--- src/rtl/servo_pwm_multi.sv ---
// servo_pwm_multi: N-channel hobby-servo PWM generator.
// A shared prescaler and frame counter feed NUM_CH compare channels. Each
// channel double-buffers its position and enable; the active copies only
// change at the frame boundary, so a pulse in flight is never cut short or
// stretched by a write.
// Optional feature macro: SERVO_SLEW_LIMIT_EN. When defined, the active
// position moves toward the shadow position by at most SLEW_STEP per frame.
// When undefined, the shadow position is copied across unchanged.
//
// Write interface: pos_valid[i] is a single-cycle strobe with no ready. The
// block accepts it on every cycle, and the last strobe seen before a boundary
// edge decides the position for the next frame. A strobe on the boundary cycle
// itself only reaches the shadow register, so it takes effect one frame later.
module servo_pwm_multi #(
  parameter int NUM_CH       = 4,
  parameter int POS_W        = 8,
  parameter int TICK_DIV     = 195,
  parameter int PERIOD_TICKS = 5129,
  parameter int BASE_TICKS   = 140,
  parameter int GAIN_SHIFT   = 1,
  parameter int INIT_POS     = 0,
  parameter int SLEW_STEP    = 4
) (
  input  logic                    clk,
  input  logic                    rst_n,
  input  logic [NUM_CH*POS_W-1:0] pos_bus,
  input  logic [NUM_CH-1:0]       pos_valid,
  input  logic [NUM_CH-1:0]       enable,
  output logic [NUM_CH-1:0]       servo_pulse,
  output logic                    frame_start
);

  localparam int DIV_W   = (TICK_DIV > 1) ? $clog2(TICK_DIV) : 1;
  localparam int PER_W   = (PERIOD_TICKS > 1) ? $clog2(PERIOD_TICKS) : 1;
  localparam int THR_W   = POS_W + GAIN_SHIFT + 1;
  localparam int CMP_W   = (THR_W > PER_W) ? THR_W : PER_W;
  localparam int MAX_THR = BASE_TICKS + ((2 ** POS_W - 1) << GAIN_SHIFT);

  localparam logic [DIV_W-1:0] DIV_LAST = DIV_W'(TICK_DIV - 1);
  localparam logic [PER_W-1:0] PER_LAST = PER_W'(PERIOD_TICKS - 1);
  localparam logic [THR_W-1:0] BASE_T   = THR_W'(BASE_TICKS);
  localparam logic [POS_W-1:0] INIT_P   = POS_W'(INIT_POS);

  // Reject configurations where the widest pulse would fill the whole frame,
  // where the prescaler cannot divide, or where the slew step could not move.
  generate
    if (PERIOD_TICKS <= MAX_THR || TICK_DIV < 2 || SLEW_STEP < 1) begin : g_param_check
      $error("servo_pwm_multi: PERIOD_TICKS must exceed max threshold, TICK_DIV >= 2, SLEW_STEP >= 1");
    end
  endgenerate

  logic [DIV_W-1:0] div_cnt;
  logic [PER_W-1:0] period_cnt;
  logic             tick;
  logic             boundary;

  logic [POS_W-1:0] shadow_pos  [NUM_CH];
  logic [POS_W-1:0] active_pos  [NUM_CH];
  logic [POS_W-1:0] next_active [NUM_CH];
  logic [THR_W-1:0] thr         [NUM_CH];
  logic [NUM_CH-1:0] en_act;

  // Tick on the last prescaler count; the boundary is the last tick of a frame.
  always_comb begin
    tick     = (div_cnt == DIV_LAST);
    boundary = tick && (period_cnt == PER_LAST);
  end

  // Prescaler: counts 0..TICK_DIV-1 and wraps.
  always_ff @(posedge clk or negedge rst_n) begin
    if (!rst_n) begin
      div_cnt <= '0;
    end else if (tick) begin
      div_cnt <= '0;
    end else begin
      div_cnt <= div_cnt + 1'b1;
    end
  end

  // Frame counter: advances once per tick and wraps after PERIOD_TICKS-1.
  always_ff @(posedge clk or negedge rst_n) begin
    if (!rst_n) begin
      period_cnt <= '0;
    end else if (tick) begin
      if (period_cnt == PER_LAST) begin
        period_cnt <= '0;
      end else begin
        period_cnt <= period_cnt + 1'b1;
      end
    end
  end

  // Shadow positions: any strobe loads its channel, last write in a frame wins.
  always_ff @(posedge clk or negedge rst_n) begin
    if (!rst_n) begin
      for (int i = 0; i < NUM_CH; i++) begin
        shadow_pos[i] <= INIT_P;
      end
    end else begin
      for (int i = 0; i < NUM_CH; i++) begin
        if (pos_valid[i]) begin
          shadow_pos[i] <= pos_bus[i*POS_W +: POS_W];
        end
      end
    end
  end

`ifdef SERVO_SLEW_LIMIT_EN
  logic [POS_W-1:0] slew_diff [NUM_CH];

  // Slew-limited update: step toward the shadow by at most SLEW_STEP, never past it.
  always_comb begin
    for (int i = 0; i < NUM_CH; i++) begin
      slew_diff[i]   = '0;
      next_active[i] = active_pos[i];
      if (shadow_pos[i] > active_pos[i]) begin
        slew_diff[i] = shadow_pos[i] - active_pos[i];
        if (int'(slew_diff[i]) > SLEW_STEP) begin
          next_active[i] = active_pos[i] + POS_W'(SLEW_STEP);
        end else begin
          next_active[i] = shadow_pos[i];
        end
      end else if (shadow_pos[i] < active_pos[i]) begin
        slew_diff[i] = active_pos[i] - shadow_pos[i];
        if (int'(slew_diff[i]) > SLEW_STEP) begin
          next_active[i] = active_pos[i] - POS_W'(SLEW_STEP);
        end else begin
          next_active[i] = shadow_pos[i];
        end
      end
    end
  end
`else
  // Direct update: the active position takes the shadow value as-is.
  always_comb begin
    for (int i = 0; i < NUM_CH; i++) begin
      next_active[i] = shadow_pos[i];
    end
  end
`endif

  // Active copies and frame_start change only on the boundary edge.
  always_ff @(posedge clk or negedge rst_n) begin
    if (!rst_n) begin
      for (int i = 0; i < NUM_CH; i++) begin
        active_pos[i] <= INIT_P;
      end
      en_act      <= '0;
      frame_start <= 1'b0;
    end else begin
      frame_start <= boundary;
      if (boundary) begin
        for (int i = 0; i < NUM_CH; i++) begin
          active_pos[i] <= next_active[i];
        end
        en_act <= enable;
      end
    end
  end

  // Per-channel threshold in ticks; the width leaves room so no saturation is needed.
  always_comb begin
    for (int i = 0; i < NUM_CH; i++) begin
      thr[i] = BASE_T + (THR_W'(active_pos[i]) << GAIN_SHIFT);
    end
  end

  // Registered compare: high while the frame counter is below the threshold.
  always_ff @(posedge clk or negedge rst_n) begin
    if (!rst_n) begin
      servo_pulse <= '0;
    end else begin
      for (int i = 0; i < NUM_CH; i++) begin
        servo_pulse[i] <= en_act[i] && (CMP_W'(period_cnt) < CMP_W'(thr[i]));
      end
    end
  end

endmodule

--- config.mk ---
export PLATFORM = sky130hd
export DESIGN_NAME = servo_pwm_multi
export DESIGN_NICKNAME = d
export VERILOG_FILES = /design/src/rtl/servo_pwm_multi.sv
export SDC_FILE = /design/constraint.sdc
export NUM_CORES = 1
export LEC_CHECK = 0
export ABC_AREA = 0
export BUFFER_PORTS_ARGS = -buffer_cell sky130_fd_sc_hd__buf_2
export CORE_UTILIZATION = 52
export CTS_BUF_LIST = sky130_fd_sc_hd__clkbuf_8
export CTS_CLUSTER_DIAMETER = 80
export DETAILED_ROUTE_END_ITERATION = 16
export PLACE_DENSITY_LB_ADDON = 0.08
export SYNTH_ARGS = -nofsm -noshare
export SYNTH_HDL_FRONTEND = slang
export SYNTH_SLANG_ARGS = --single-unit
--- constraint.sdc ---
create_clock -name clk -period 4.16 [get_ports clk]
set_input_delay 0.624 -clock clk [delete_from_list [all_inputs] [get_ports clk]]
set_output_delay 0.624 -clock clk [all_outputs]
set_load 0.05 [all_outputs]
# After elaboration in Yosys (flattened, before gate mapping)
# Cells that the tools add are included.
# W data, S select, Z words.
# word_totals
regBits,94
in_bits,42
out_inout_bits,5
word_cells,32
# classes
n_addsub,6
order_cmp,4
n_eq_ne,2
n_mux,2
reduce_logical,5
# ops
op,count
$lt A13 B10 Y1,4
$add A8 B9 Y10 const A,4
$add A13 B1 Y13 const B,1
$eq A13 B13 Y1 const B,1
$mux W13,1
$add A8 B1 Y8 const B,1
$eq A8 B8 Y1 const B,1
$mux W8,1
$logic_and A1 B1 Y1,5

# Longest topological paths before layout
# logic_depth
ltp_word,3
mapped_depth,10
depth_no_buf,10

# Least setup slack after synthesis
# OpenSTA, ideal clock, no wires.
# synth_timing
path_type,reg-to-reg
from,reg div_cnt[0]
to,reg active_pos[0] (netlist bit)
setup_time_ns,0.125
arrival_ns,1.949
slack_ns,2.086
stages_incl_launch_ff,9
path_buffers,2
synth_period_minus_slack_ns,2.074
path_cell_list,dfrtp_1 inv_1 ha_1 or3b_1 buf_6 or2_4 nor2_8 buf_12 mux2_4
# synth_between
elab_chain_cells,2
# synth_rtl
element,line_no,text
from (decl),52,logic [DIV_W-1:0] div_cnt;
from (signal assigned),76,div_cnt <= div_cnt + 1'b1;
$eq A8 B8 Y1,65,tick = (div_cnt == DIV_LAST);
$logic_and A1 B1 Y1,66,boundary = tick && (period_cnt == PER_LAST);
"to (signal, indexed assignment)",154,active_pos[i] <= next_active[i];
to (decl),58,logic [POS_W-1:0] active_pos [NUM_CH];
# Every way passes these cells.
# A chain may end at the register's enable or synchronous reset.

# Worst setup path in the final report
# layout_timing
from,reg div_cnt[0]
to,reg active_pos[22] (netlist bit)
# The elaborated chain is that of the path after synthesis.

==> metrics <==
commonest cells in the netlist=dfrtp_1, ha_1, mux2_4, mux2_2, xor2_1; post-synthesis compound-gate area fraction=0.0707; ys async rst share=1.00; IR drop worst, VDD=0.176 mV; initial antenna violation count=0; TNS Setup=0 ns; cell taking the most area after synthesis=dfrtp_1; Unique masters post-synth=38; vias=3040; clock sink count=94; RSZ-0062 raised after global routing=no; First-pass DRT Iterations=4; vias in the first global route=2997; Static Leak=2.66 nW; fraction of synthesized area in multiplexers=0.180; Via density=5.34; worst path required time=4.40 ns; Final Max Tran Viols=0; Max Clk Rate=382 MHz; IO buf count=46; DRT iter0 DRCs=141; clk root buf=clkbuf_8; post-synthesis sequential area ratio=0.471; crit path capture type=flop; Yosys top cell area share=0.471; Power Density=295 nW/µm²; pre-CTS setup slack=1.54 ns; placed cell area=5290 µm²; Tot GR Track Use=0.192; design area=5480 µm²; Die Y=100 µm; Critical Path Fanout Max=40; H-Tree Depth=3; CTS tree=built; number of diodes=0; routed wire length per instance=15.0 µm; Initial Util=0.538; Post-route DRC=0; Fillers=785; post-CTS setup buffers=0; hold_buf cts=0; Hold Path Class=in -> async; Total Routed Length=8.56 mm; area share of and/or/nand/nor cells after synthesis=0.0842; WS Path Type=reg -> reg; core area=9280 µm²; Avg Cell Area, Syn=12.9 µm²; antenna-violating nets left=0; worst-path cell chain=inv_1, ha_1, or3b_1, or2_4, nor2_8, mux2_4; storage element area=2350 µm²; Adder-Cell Fraction of Synth Area=0.100; commonest register cell after synthesis=dfrtp_1; Max-slew headroom=0.372; final period utilization=0.629; top cells by area, synth=dfrtp_1, mux2_4, ha_1, mux2_2, xor2_1; final count of negative-setup-slack endpoints=0; Yosys warnings=0; Final Hold Viols=0; number of synthesized flops with an enable pin=0; CP peak stage delay=0.74 ns; largest family of logic cells by synthesized area=multiplexers; Top Ports=47; RD Place Congestion=0.827; DP HPWL=5.94 mm; clock latency at the later pin of the worst-skew pair=0.36 ns; #FFs+latches synth=94; most common cell in the netlist=dfrtp_1; Setup Skew=0.0143 ns; slowest cell on the critical path=nor2_8; pin count of the biggest net entering global routing=77; clock buffer depth=2; Multi-input gate area=2470 µm²; Worst Path Arrival=2.86 ns; Max Cap Violations=0; die area=9990 µm²; first-pass GRT wire length=14.9 mm; post-synthesis net count=468; Worst-path clk slew=0.09 ns; Area Growth Syn to Fin=9.75%; nets@finish=517; layout cell share with drive strength beyond 1=0.307; worst-margin pin slew=0.942 ns; startpoint types=flop; Post-Synthesis Cell Area=4990 µm²; Rows=35; worst setup margin=1.54 ns; grt ovf=0; outcome=finished clean; post_cts resized=0; Post-Synth XOR/XNOR Area=0.0597; Post-Syn Instances=386; fin crit period=2.62 ns; die width=100 µm; CTS buffer count=9
-- cells in the final DEF (no fill, tap or decap), drive strengths merged, types with 11 or more instances in the layout --
| cell type | count |
|---|---|
| a21oi | 16 |
| buf | 47 |
| clkbuf | 11 |
| dfrtp | 94 |
| ha | 40 |
| inv | 18 |
| mux2 | 68 |
| nand2 | 11 |
| nand3 | 14 |
| nor2 | 14 |
| o21ai | 11 |
| xnor2 | 13 |
| xor2 | 21 |
-- through the flow --
| step | instances | total power, mW | hold WS (ns) | utilization |
|---|---|---|---|---|
| finish | 569 | 1.62 | 0.403 | 0.590 |
| detailed placement | 553 | 1.06 | 0.490 | 0.569 |
| floorplan | 386 | 1.01 | 0.328 | - |
| global placement | 553 | 1.05 | 0.483 | 0.569 |
| CTS | 569 | 1.65 | 0.435 | 0.590 |
| global route | 569 | 1.69 | 0.470 | 0.590 |
-- worst max-delay path: cells and delay by family (launching register included) --
kind,cells,cell delay (ns)
adders and majority gates,1,0.12
muxes,1,0.35
and+or+nand+nor,3,1.52
buffers and inverters,1,0.07
DFF,1,0.42
-- routing by layer --
| layer | GRT usage | vias up | part of all wire |
|---|---|---|---|
| li1 | - | 1498 | - |
| met1 | 0.280 | 1486 | 0.51 |
| met2 | 0.289 | 47 | 0.45 |
| met3 | 0.0383 | 9 | 0.028 |
| met4 | 0.0658 | 0 | 0.013 |
| met5 | 0 | - | 0 |
-- state kept, by name, summed over array words and instances (netlist names) --
signal,flops
next_active,32
en_act,4
active_pos,32
servo_pulse,4
period_cnt,13
div_cnt,8
frame_start,1
-- final cells by class --
type / count / area share
repair buffers: 47 / 0.0439
multi-input cells: 267 / 0.451
clock inverters: 5 / 0.00731
inverters: 16 / 0.0110
well taps: 129 / 0.0295
clock buffers: 11 / 0.0276
flip-flops and latches: 94 / 0.429
-- cells by family after synthesis --
group	after synthesis
mux	68
simple gates	71
xor+xnor	34
fa+ha+maj	40
compound gates	54
buf+inv	25
flops	94
-- path summary, 6_finish.rpt --
| kind | from | endpoint | slack (ns) | cells after the start |
|---|---|---|---|---|
| min reg2reg | div_cnt[4]$_DFF_PN0_ | div_cnt[4]$_DFF_PN0_ | 0.50 | 1 |
| min | rst_n | active_pos[28]$_DFFE_PN0P_ | 0.40 | 1 |
| max | div_cnt[0]$_DFF_PN0_ | active_pos[22]$_DFFE_PN0P_ | 1.54 | 6 |
| max in group asynchronous | rst_n | next_active[2]$_DFFE_PN0P_ | 2.95 | 2 |
| min in group clk | pos_bus[17] | next_active[9]$_DFFE_PN0P_ | 0.49 | 2 |
| max reg2reg | div_cnt[0]$_DFF_PN0_ | active_pos[22]$_DFFE_PN0P_ | 1.54 | 6 |
-- where the power goes --
group / switching, mW / internal [mW] / leakage [nW]
sequential: 0.0161 / 0.944 / 1.23
combinational: 0.0335 / 0.0427 / 1.33
clock: 0.326 / 0.256 / 0.100
No activity file was read; power rests on OpenSTA's default activity.
